<file path="src/rtl/accum_pkg.sv">
// Shared types and sizes for the frame accumulator.
// Contents: accumulator FSM state type and default widths (ACC_W, ACC_CW).
// No ports; imported by accum_stage32.
package accum_pkg;

  localparam int ACC_W  = 32;
  localparam int ACC_CW = 8;

  typedef enum logic [1:0] {
    IDLE = 2'd0,
    ACC  = 2'd1,
    HOLD = 2'd2
  } accum_state_t;

endpackage

</file>
<file path="src/rtl/prefix_adder_w.sv">
// Combinational W-bit Brent-Kung prefix adder (carry-in fixed at 0).
// Ports: a, b (W-bit operands) -> sum (W-bit), cout (carry out of the MSB).
// Zero latency; no flow control.
module prefix_adder_w #(
  parameter int W = 32
) (
  input  logic [W-1:0] a,
  input  logic [W-1:0] b,
  output logic [W-1:0] sum,
  output logic         cout
);

  localparam int IW  = (W > 1) ? $clog2(W) : 1;
  // Largest span used by the down-sweep; spans beyond W simply find no nodes.
  localparam int TOP = (W > 1) ? (1 << (IW - 1)) : 1;

  logic [W-1:0] p;
  logic [W-1:0] gp;
  logic [W-1:0] pp;

  assign p = a ^ b;

  always_comb begin
    gp = a & b;
    pp = p;
    // Up-sweep: build group (g,p) over power-of-two spans at odd tree nodes.
    for (int d = 1; d < W; d = d * 2) begin
      for (int i = 2 * d - 1; i < W; i = i + 2 * d) begin
        gp[IW'(i)] = gp[IW'(i)] | (pp[IW'(i)] & gp[IW'(i - d)]);
        pp[IW'(i)] = pp[IW'(i)] & pp[IW'(i - d)];
      end
    end
    // Down-sweep: fill in the remaining prefixes from completed neighbours.
    for (int d = TOP; d >= 1; d = d / 2) begin
      for (int i = 3 * d - 1; i < W; i = i + 2 * d) begin
        gp[IW'(i)] = gp[IW'(i)] | (pp[IW'(i)] & gp[IW'(i - d)]);
        pp[IW'(i)] = pp[IW'(i)] & pp[IW'(i - d)];
      end
    end
  end

  // gp[i] is now the carry into bit i+1.
  assign sum  = p ^ {gp[W-2:0], 1'b0};
  assign cout = gp[W-1];

endmodule

</file>
<file path="src/rtl/accum_stage32.sv">
// Frame accumulator: sums a valid/ready operand stream per frame and presents one
// result per frame (sum, carry-out count, overflow flag) on a valid/ready output.
// Ports: clk/rst, in_valid/in_ready/in_data/in_first/in_last, out_valid/out_ready/out_sum/out_carry_cnt/out_ovf.
// Optional: define ACCUM_STAGE32_SAT_EN to saturate the sum to all-ones on carry-out (default: wrap).
module accum_stage32
  import accum_pkg::*;
#(
  parameter int W  = ACC_W,
  parameter int CW = ACC_CW
) (
  input  logic          clk,
  input  logic          rst,
  input  logic          in_valid,
  output logic          in_ready,
  input  logic [W-1:0]  in_data,
  input  logic          in_first,
  input  logic          in_last,
  output logic          out_valid,
  input  logic          out_ready,
  output logic [W-1:0]  out_sum,
  output logic [CW-1:0] out_carry_cnt,
  output logic          out_ovf
);

  localparam logic [CW-1:0] CNT_ONE = {{(CW-1){1'b0}}, 1'b1};
  localparam logic [CW-1:0] CNT_MAX = {CW{1'b1}};

  accum_state_t  state;
  accum_state_t  state_nxt;
  logic [W-1:0]  acc;
  logic [CW-1:0] carry_cnt;
  logic          ovf;
  logic [W-1:0]  add_sum;
  logic          add_cout;
  logic          accept;
  logic          load;
  logic          add;

  prefix_adder_w #(.W(W)) u_adder (
    .a    (acc),
    .b    (in_data),
    .sum  (add_sum),
    .cout (add_cout)
  );

  // In HOLD the result drains and a new beat loads in the same cycle.
  assign in_ready = (state == HOLD) ? out_ready : 1'b1;
  assign accept   = in_valid & in_ready;
  // A first beat inside ACC restarts the frame, discarding the partial sum.
  assign load     = accept & ((state != ACC) | in_first);
  assign add      = accept & (state == ACC) & ~in_first;

  always_comb begin
    state_nxt = state;
    if (accept) begin
      state_nxt = in_last ? HOLD : ACC;
    end else if ((state == HOLD) && out_ready) begin
      state_nxt = IDLE;
    end
  end

  always_ff @(posedge clk or posedge rst) begin
    if (rst) begin
      state     <= IDLE;
      acc       <= '0;
      carry_cnt <= '0;
      ovf       <= 1'b0;
    end else begin
      state <= state_nxt;
      if (load) begin
        acc       <= in_data;
        carry_cnt <= '0;
        ovf       <= 1'b0;
      end else if (add) begin
`ifdef ACCUM_STAGE32_SAT_EN
        // Once saturated, any further non-zero beat carries again, so the sum stays all-ones.
        acc <= add_cout ? {W{1'b1}} : add_sum;
`else
        acc <= add_sum;
`endif
        if (add_cout) begin
          ovf <= 1'b1;
          if (carry_cnt != CNT_MAX) begin
            carry_cnt <= carry_cnt + CNT_ONE;
          end
        end
      end
    end
  end

  // Result registers double as the running state; they are only meaningful while out_valid.
  assign out_valid     = (state == HOLD);
  assign out_sum       = acc;
  assign out_carry_cnt = carry_cnt;
  assign out_ovf       = ovf;

endmodule
</file>
<file path="config.mk">
export PLATFORM = sky130hd
export DESIGN_NAME = accum_stage32
export DESIGN_NICKNAME = d
export VERILOG_FILES = /design/src/rtl/accum_pkg.sv /design/src/rtl/prefix_adder_w.sv /design/src/rtl/accum_stage32.sv
export SDC_FILE = /design/constraint.sdc
export NUM_CORES = 1
export LEC_CHECK = 0
export BUFFER_PORTS_ARGS = -buffer_cell sky130_fd_sc_hd__buf_2
export CAP_MARGIN = 10
export CORE_MARGIN = 2
export CORE_UTILIZATION = 45
export DETAILED_ROUTE_END_ITERATION = 16
export PLACE_DENSITY = 0.75
export RECOVER_POWER = 25
export SETUP_SLACK_MARGIN = 0.02
export SLEW_MARGIN = 20
export SYNTH_ARGS = -nofsm -noshare
export SYNTH_HDL_FRONTEND = slang
export SYNTH_SLANG_ARGS = --single-unit
export TNS_END_PERCENT = 1
</file>
<file path="constraint.sdc">
create_clock -name clk -period 4.2 [get_ports clk]
set_input_delay 0.84 -clock clk [delete_from_list [all_inputs] [get_ports clk]]
set_output_delay 0.84 -clock clk [all_outputs]
set_load 0.01 [all_outputs]
</file>
======== Yosys cells after proc, flatten, opt, wreduce, memory -nomap -nowiden ========
Cells that the tools add are included.
Widths: inputs -> output; s select.
word-level totals
  flip-flop bits (word level) ............. 43
  output and inout bits ................... 43
  logic and storage cells ................. 101
  bits of input ports ..................... 38
cells by class
  reduce and logical (&&, ||, !) cells .... 7
  bitwise logic cells ..................... 72
  mux-type cells .......................... 13
  equality and inequality tests ........... 4
  $add $sub $neg .......................... 1
operators by type and width
  kind                 number
  $mux 32              2
  $xor 32x32->32       2
  $and 1x1->1          41
  $and 32x32->32       1
  $mux 8               4
  $or 1x1->1           27
  $add 8x1->8 const B  1
  $ne 8x8->1 const B   1
  $reduce_bool 2->1    4
  $mux 2               3
  $mux 1               4
  $reduce_and 3->1     1
  $eq 2x1->1 const B   1
  $eq 2x2->1 const B   1
  $ne 2x1->1 const B   1
  $reduce_and 2->1     1
  $logic_and 1x1->1    1
  $not 1->1            1

======== Depth between registers and ports, before layout ========
  word-level depth ........................ 16
  gate-level depth with buffers ........... 11
  mapped depth without buffers ............ 11

======== By module ========
From an unflattened synthesis, not the netlist that was laid out.
second synthesis, totals
  cell total of the unflattened synthesis .. 320
  area, all modules ....................... 3178.0 µm²
by module, submodules not included
  module          area each (µm²)  cells an instance  times used  sequential area each (µm²)
  accum_stage32   2142.1           211                1           1076.0
  prefix_adder_w  1036.0           109                1           0.0

======== Worst setup path before layout ========
OpenSTA, ideal clock, no wires.
  path type ............................... input to register
  from .................................... in in_data[0]
  to ...................................... reg acc[15] (netlist: out_sum[15])
  stages .................................. 11
  setup slack ............................. 1113 ps
  buffers on the path ..................... 0
  library setup time ...................... 134 ps
  data required time ...................... 4066 ps
  arrival ................................. 2953 ps
  cell sequence ........................... ha_1 fa_1 a211oi_1 o311a_1 o31ai_1 a21bo_1 fa_1 xnor2_1 nor2_1 a21oi_1 o21ai_0
between the ends
  cells in the longest elaborated chain, start to end .. 16
RTL lines
  element               RTL line              RTL
  start, declared       accum_stage32.sv:15   input logic [W-1:0] in_data,
  $and 32x32->32        prefix_adder_w.sv:24  gp = a & b;
  $and 1x1->1           prefix_adder_w.sv:29  gp[IW'(i)] = gp[IW'(i)] | (pp[IW'(i)] & gp[IW'(i - d)]);
  $or 1x1->1            prefix_adder_w.sv:29
  $and 1x1->1           prefix_adder_w.sv:29
  $or 1x1->1            prefix_adder_w.sv:29
  $and 1x1->1           prefix_adder_w.sv:29
  $or 1x1->1            prefix_adder_w.sv:29
  $and 1x1->1           prefix_adder_w.sv:36  gp[IW'(i)] = gp[IW'(i)] | (pp[IW'(i)] & gp[IW'(i - d)]);
  $or 1x1->1            prefix_adder_w.sv:36
  $and 1x1->1           prefix_adder_w.sv:36
  $or 1x1->1            prefix_adder_w.sv:36
  $and 1x1->1           prefix_adder_w.sv:36
  $or 1x1->1            prefix_adder_w.sv:36
  $xor 32x32->32        prefix_adder_w.sv:43  assign sum = p ^ {gp[W-2:0], 1'b0};
  $mux 32               accum_stage32.sv:74   end else if (add) begin
  $mux 32               accum_stage32.sv:70   if (load) begin
  end signal, assigned  accum_stage32.sv:71   acc <= in_data;
  end signal, assigned  accum_stage32.sv:79   acc <= add_sum;
  end, declared         accum_stage32.sv:30   logic [W-1:0] acc;
Every way passes these cells. The select of a mux whose other input is x is not followed.
A chain may end at the register's enable or synchronous reset.

======== Worst setup path after layout ========
Same ends and word-level chain as after synthesis.

==> results.toml <==
[status]
status = "complete, but fails checks"
violations = "capacitance limit, slew limit"

[route]
drt_wl_total_um = 6390
drtIter0Drc = 80
viasPerCell = 5.24
ant_nets = 0
via_count = 2515
drc_errors = 0
avgRoutedWirePerCell_um = 13.3
dr.pass1.iters = 4

[layout]
design_area_um2 = 3520
layout-drive-gt1-share = 0.226
fin_util = 0.547
n_antenna_cell = 0
stdcell_count = 480
fin_nets = 480
area_delta_synth_final_pct = 16.2
fill_cells = 587

[floorplanning]
initial_core_util = 0.471
die_y_um = 86.0
design.die.area_um2 = 7400
ios = 81
coreArea_um2 = 6420
core.rowCount = 29
die_w_um = 86.0

[logic_synthesis]
synth-seq-cells = 43
synthArstFlopShare = 1.00
postSynthAreaPerCell_um2 = 9.20
synth-seq-area-share = 0.356
ys.flop_type = "dfrtp_1"
netlist_area_um2 = 3030
synth.net_count = 407
synth_cells = 329
yosys_warnings = 0
synth_edf_count = 0
synth_cell_types = 42

[clock_tree]
htreeDepth = 2
cts.sinks = 43
clkTransAtPathRegs_ns = 0.08
cts_buffers = 5
postCtsHoldBufs = 0
clockRootBuffer = "clkbuf_8"
clk_path_buf_depth = 2
postCtsResizedCells = 0
cts_tree = "yes"
cts_setup_buffers = 0
clock_latency_ns = 0.29

[power]
vdd_ir_drop_max_mv = 0.202
leakagePower_nw = 1.74
power.share.switching = 0.362
seqPwrFrac = 0.413
powerDensity_nw_per_um2 = 364
p_comb_frac = 0.383
finalPower_mw = 1.28
cell_internal_pwr_uw = 816
clockPowerShare = 0.203
switchingPower_uw = 463

[setup_path]
r2r_start = "out_sum[0]"
max_stage_delay_ns = 0.42
cpMostUsedCell = "fa_1"
startpoint_type = "input port"
end_kind = "flop"
worstPathMaxFanout = 4
path_cells = "buf_2, ha_1, fa_1, a211oi_1, o311a_1, o31ai_1, a21bo_1, fa_1, xnor2_1, nor2_1, a21oi_1, o21ai_0"
cp_slowest_cell = "fa_1"
ff2ff_setup_slack_ns = 1.29
path_class = "in2reg"
cp_data_required_time_ns = 4.35
rr_endpoint = "out_sum[15]"
r2r_cells = 11
cp.arrival_ns = 3.30

[placement]
hpwl_um = 4770
place_ws_ns = 0.752
gp_congestion = 0.815
dp.cells = 472
placed_cell_area_um2 = 3440
port_buffers = 80

[grt]
grt_pass1_wl_um = 10900
antenna_found_initial = 0
track_usage = 0.181
grt_pass1_vias = 2524
grt_max_degree = 68
grt-ovfl-total = 0

[min_path]
hold_depth = 2
holdPathEnd = "out_sum[28]"
hp-class = "reg2reg"
hold_start = "out_sum[28]"

[timing]
tns_ns = 0
fin_hold_ws_ns = 0.517
slew_viol_final = 44
setup_violations = 0
final.period_utilization = 0.751
fin_ws_ns = 1.04
fin_skew_ns = 0.00368
max_freq_mhz = 317
worstMarginPinSlew_ns = 1.67
fin_crit_ns = 3.16
slew_headroom = -0.112
grt_setup_unrepaired = "no"
timing_hold_violations_final = 0

[run]
cap_viol_max_count = 1
==> cells in the final DEF, fill, tap and decap left out, types with 5 or more instances in the layout <==
| cell type | instances |
|---|---|
| nand2_1 | 40 |
| xnor2_1 | 25 |
| a21oi_1 | 32 |
| nor2_1 | 41 |
| mux2i_1 | 6 |
| inv_1 | 10 |
| fa_1 | 8 |
| buf_2 | 79 |
| clkbuf_8 | 5 |
| dfrtp_1 | 43 |
| o21ai_0 | 17 |
| o21ai_1 | 18 |
| ha_1 | 32 |
==> registers in the layout, indices dropped and copies added (netlist names) <==
| register | cells |
|---|---|
| out_carry_cnt | 8 |
| out_sum | 32 |
| state | 2 |
| out_ovf | 1 |
==> cell families (layout without fill, tap and decap cells) <==
kind of cell    count (synthesis)  after routing  share of synthesized area
buf+inv                        25             99                     0.0438
compound gates                 84             84                      0.163
xor+xnor                       29             29                     0.0839
mux                             6              6                     0.0198
simple gates                  102            102                      0.148
flops                          43             43                      0.356
fa+ha+maj                      40             40                      0.185
==> cells in the mapped netlist, drive strengths merged (2+ instances only) <==
master,n,share of area
dfrtp,43,0.36
nand2,41,0.053
nor2,41,0.051
o21ai,35,0.058
a21oi,32,0.053
ha,32,0.13
xnor2,25,0.072
buf,10,0.025
inv,10,0.012
fa,8,0.053
mux2i,6,0.020
clkbuf,5,0.0062
nor4,4,0.0083
xor2,4,0.012
a21o,3,0.0074
nand3,3,0.0050
nor3,3,0.0066
a31oi,2,0.0041
nand4,2,0.0041
nor3b,2,0.0050
o211ai,2,0.0095
or3b,2,0.0058
==> worst max-delay path, delay by kind of cell <==
kind,cells,cell delay [ns]
AO/OA/AOI/OAI,6,1.14
XOR/XNOR,1,0.17
adder cells (fa/ha/maj),3,1.00
buffers and inverters,1,0.11
AND/OR/NAND/NOR,1,0.06
==> how the worst max path moves through the flow <==
stage | from | endpoint | slack, ns | depth (start not counted)
6_report | in_data[0] | out_sum[15] | 1.04 | 12
3_3_place_gp | in_data[0] | out_sum[15] | 0.78 | 12
3_5_place_dp | in_data[0] | out_sum[15] | 0.75 | 12
5_1_grt | in_data[0] | out_sum[15] | 0.86 | 12
2_1_floorplan | in_data[0] | out_sum[15] | 1.11 | 11
4_1_cts | in_data[0] | out_sum[15] | 1.05 | 12
==> area by class of cell <==
| type | count | area [um^2] | share of cell area |
|---|---|---|---|
| flip-flops and latches | 43 | 1080 | 0.306 |
| inverters | 10 | 37.5 | 0.0107 |
| clock inverters | 1 | 5.00 | 0.00142 |
| multi-input cells | 261 | 1820 | 0.517 |
| well taps | 77 | 96.3 | 0.0274 |
| repair buffers | 81 | 407 | 0.116 |
| clock buffers | 7 | 76.3 | 0.0217 |
==> layer usage <==
| metal | up-vias | routed length [um] | track usage |
|---|---|---|---|
| li1 | 1280 | - | - |
| met4 | 0 | 56 | 0.0418 |
| met1 | 1179 | 2830 | 0.214 |
| met5 | - | 0 | 0 |
| met3 | 6 | 358 | 0.0481 |
| met2 | 50 | 3140 | 0.325 |
==> power by group through the flow <==
stage	Combinational, mW	Sequential (mW)	Clock [mW]
floorplan	0.328	0.557	0
CTS	0.498	0.530	0.269
global placement	0.477	0.533	0
detailed placement	0.496	0.537	0
global route	0.559	0.539	0.284
finish	0.490	0.529	0.260
(Power assumes the default switching activity.)
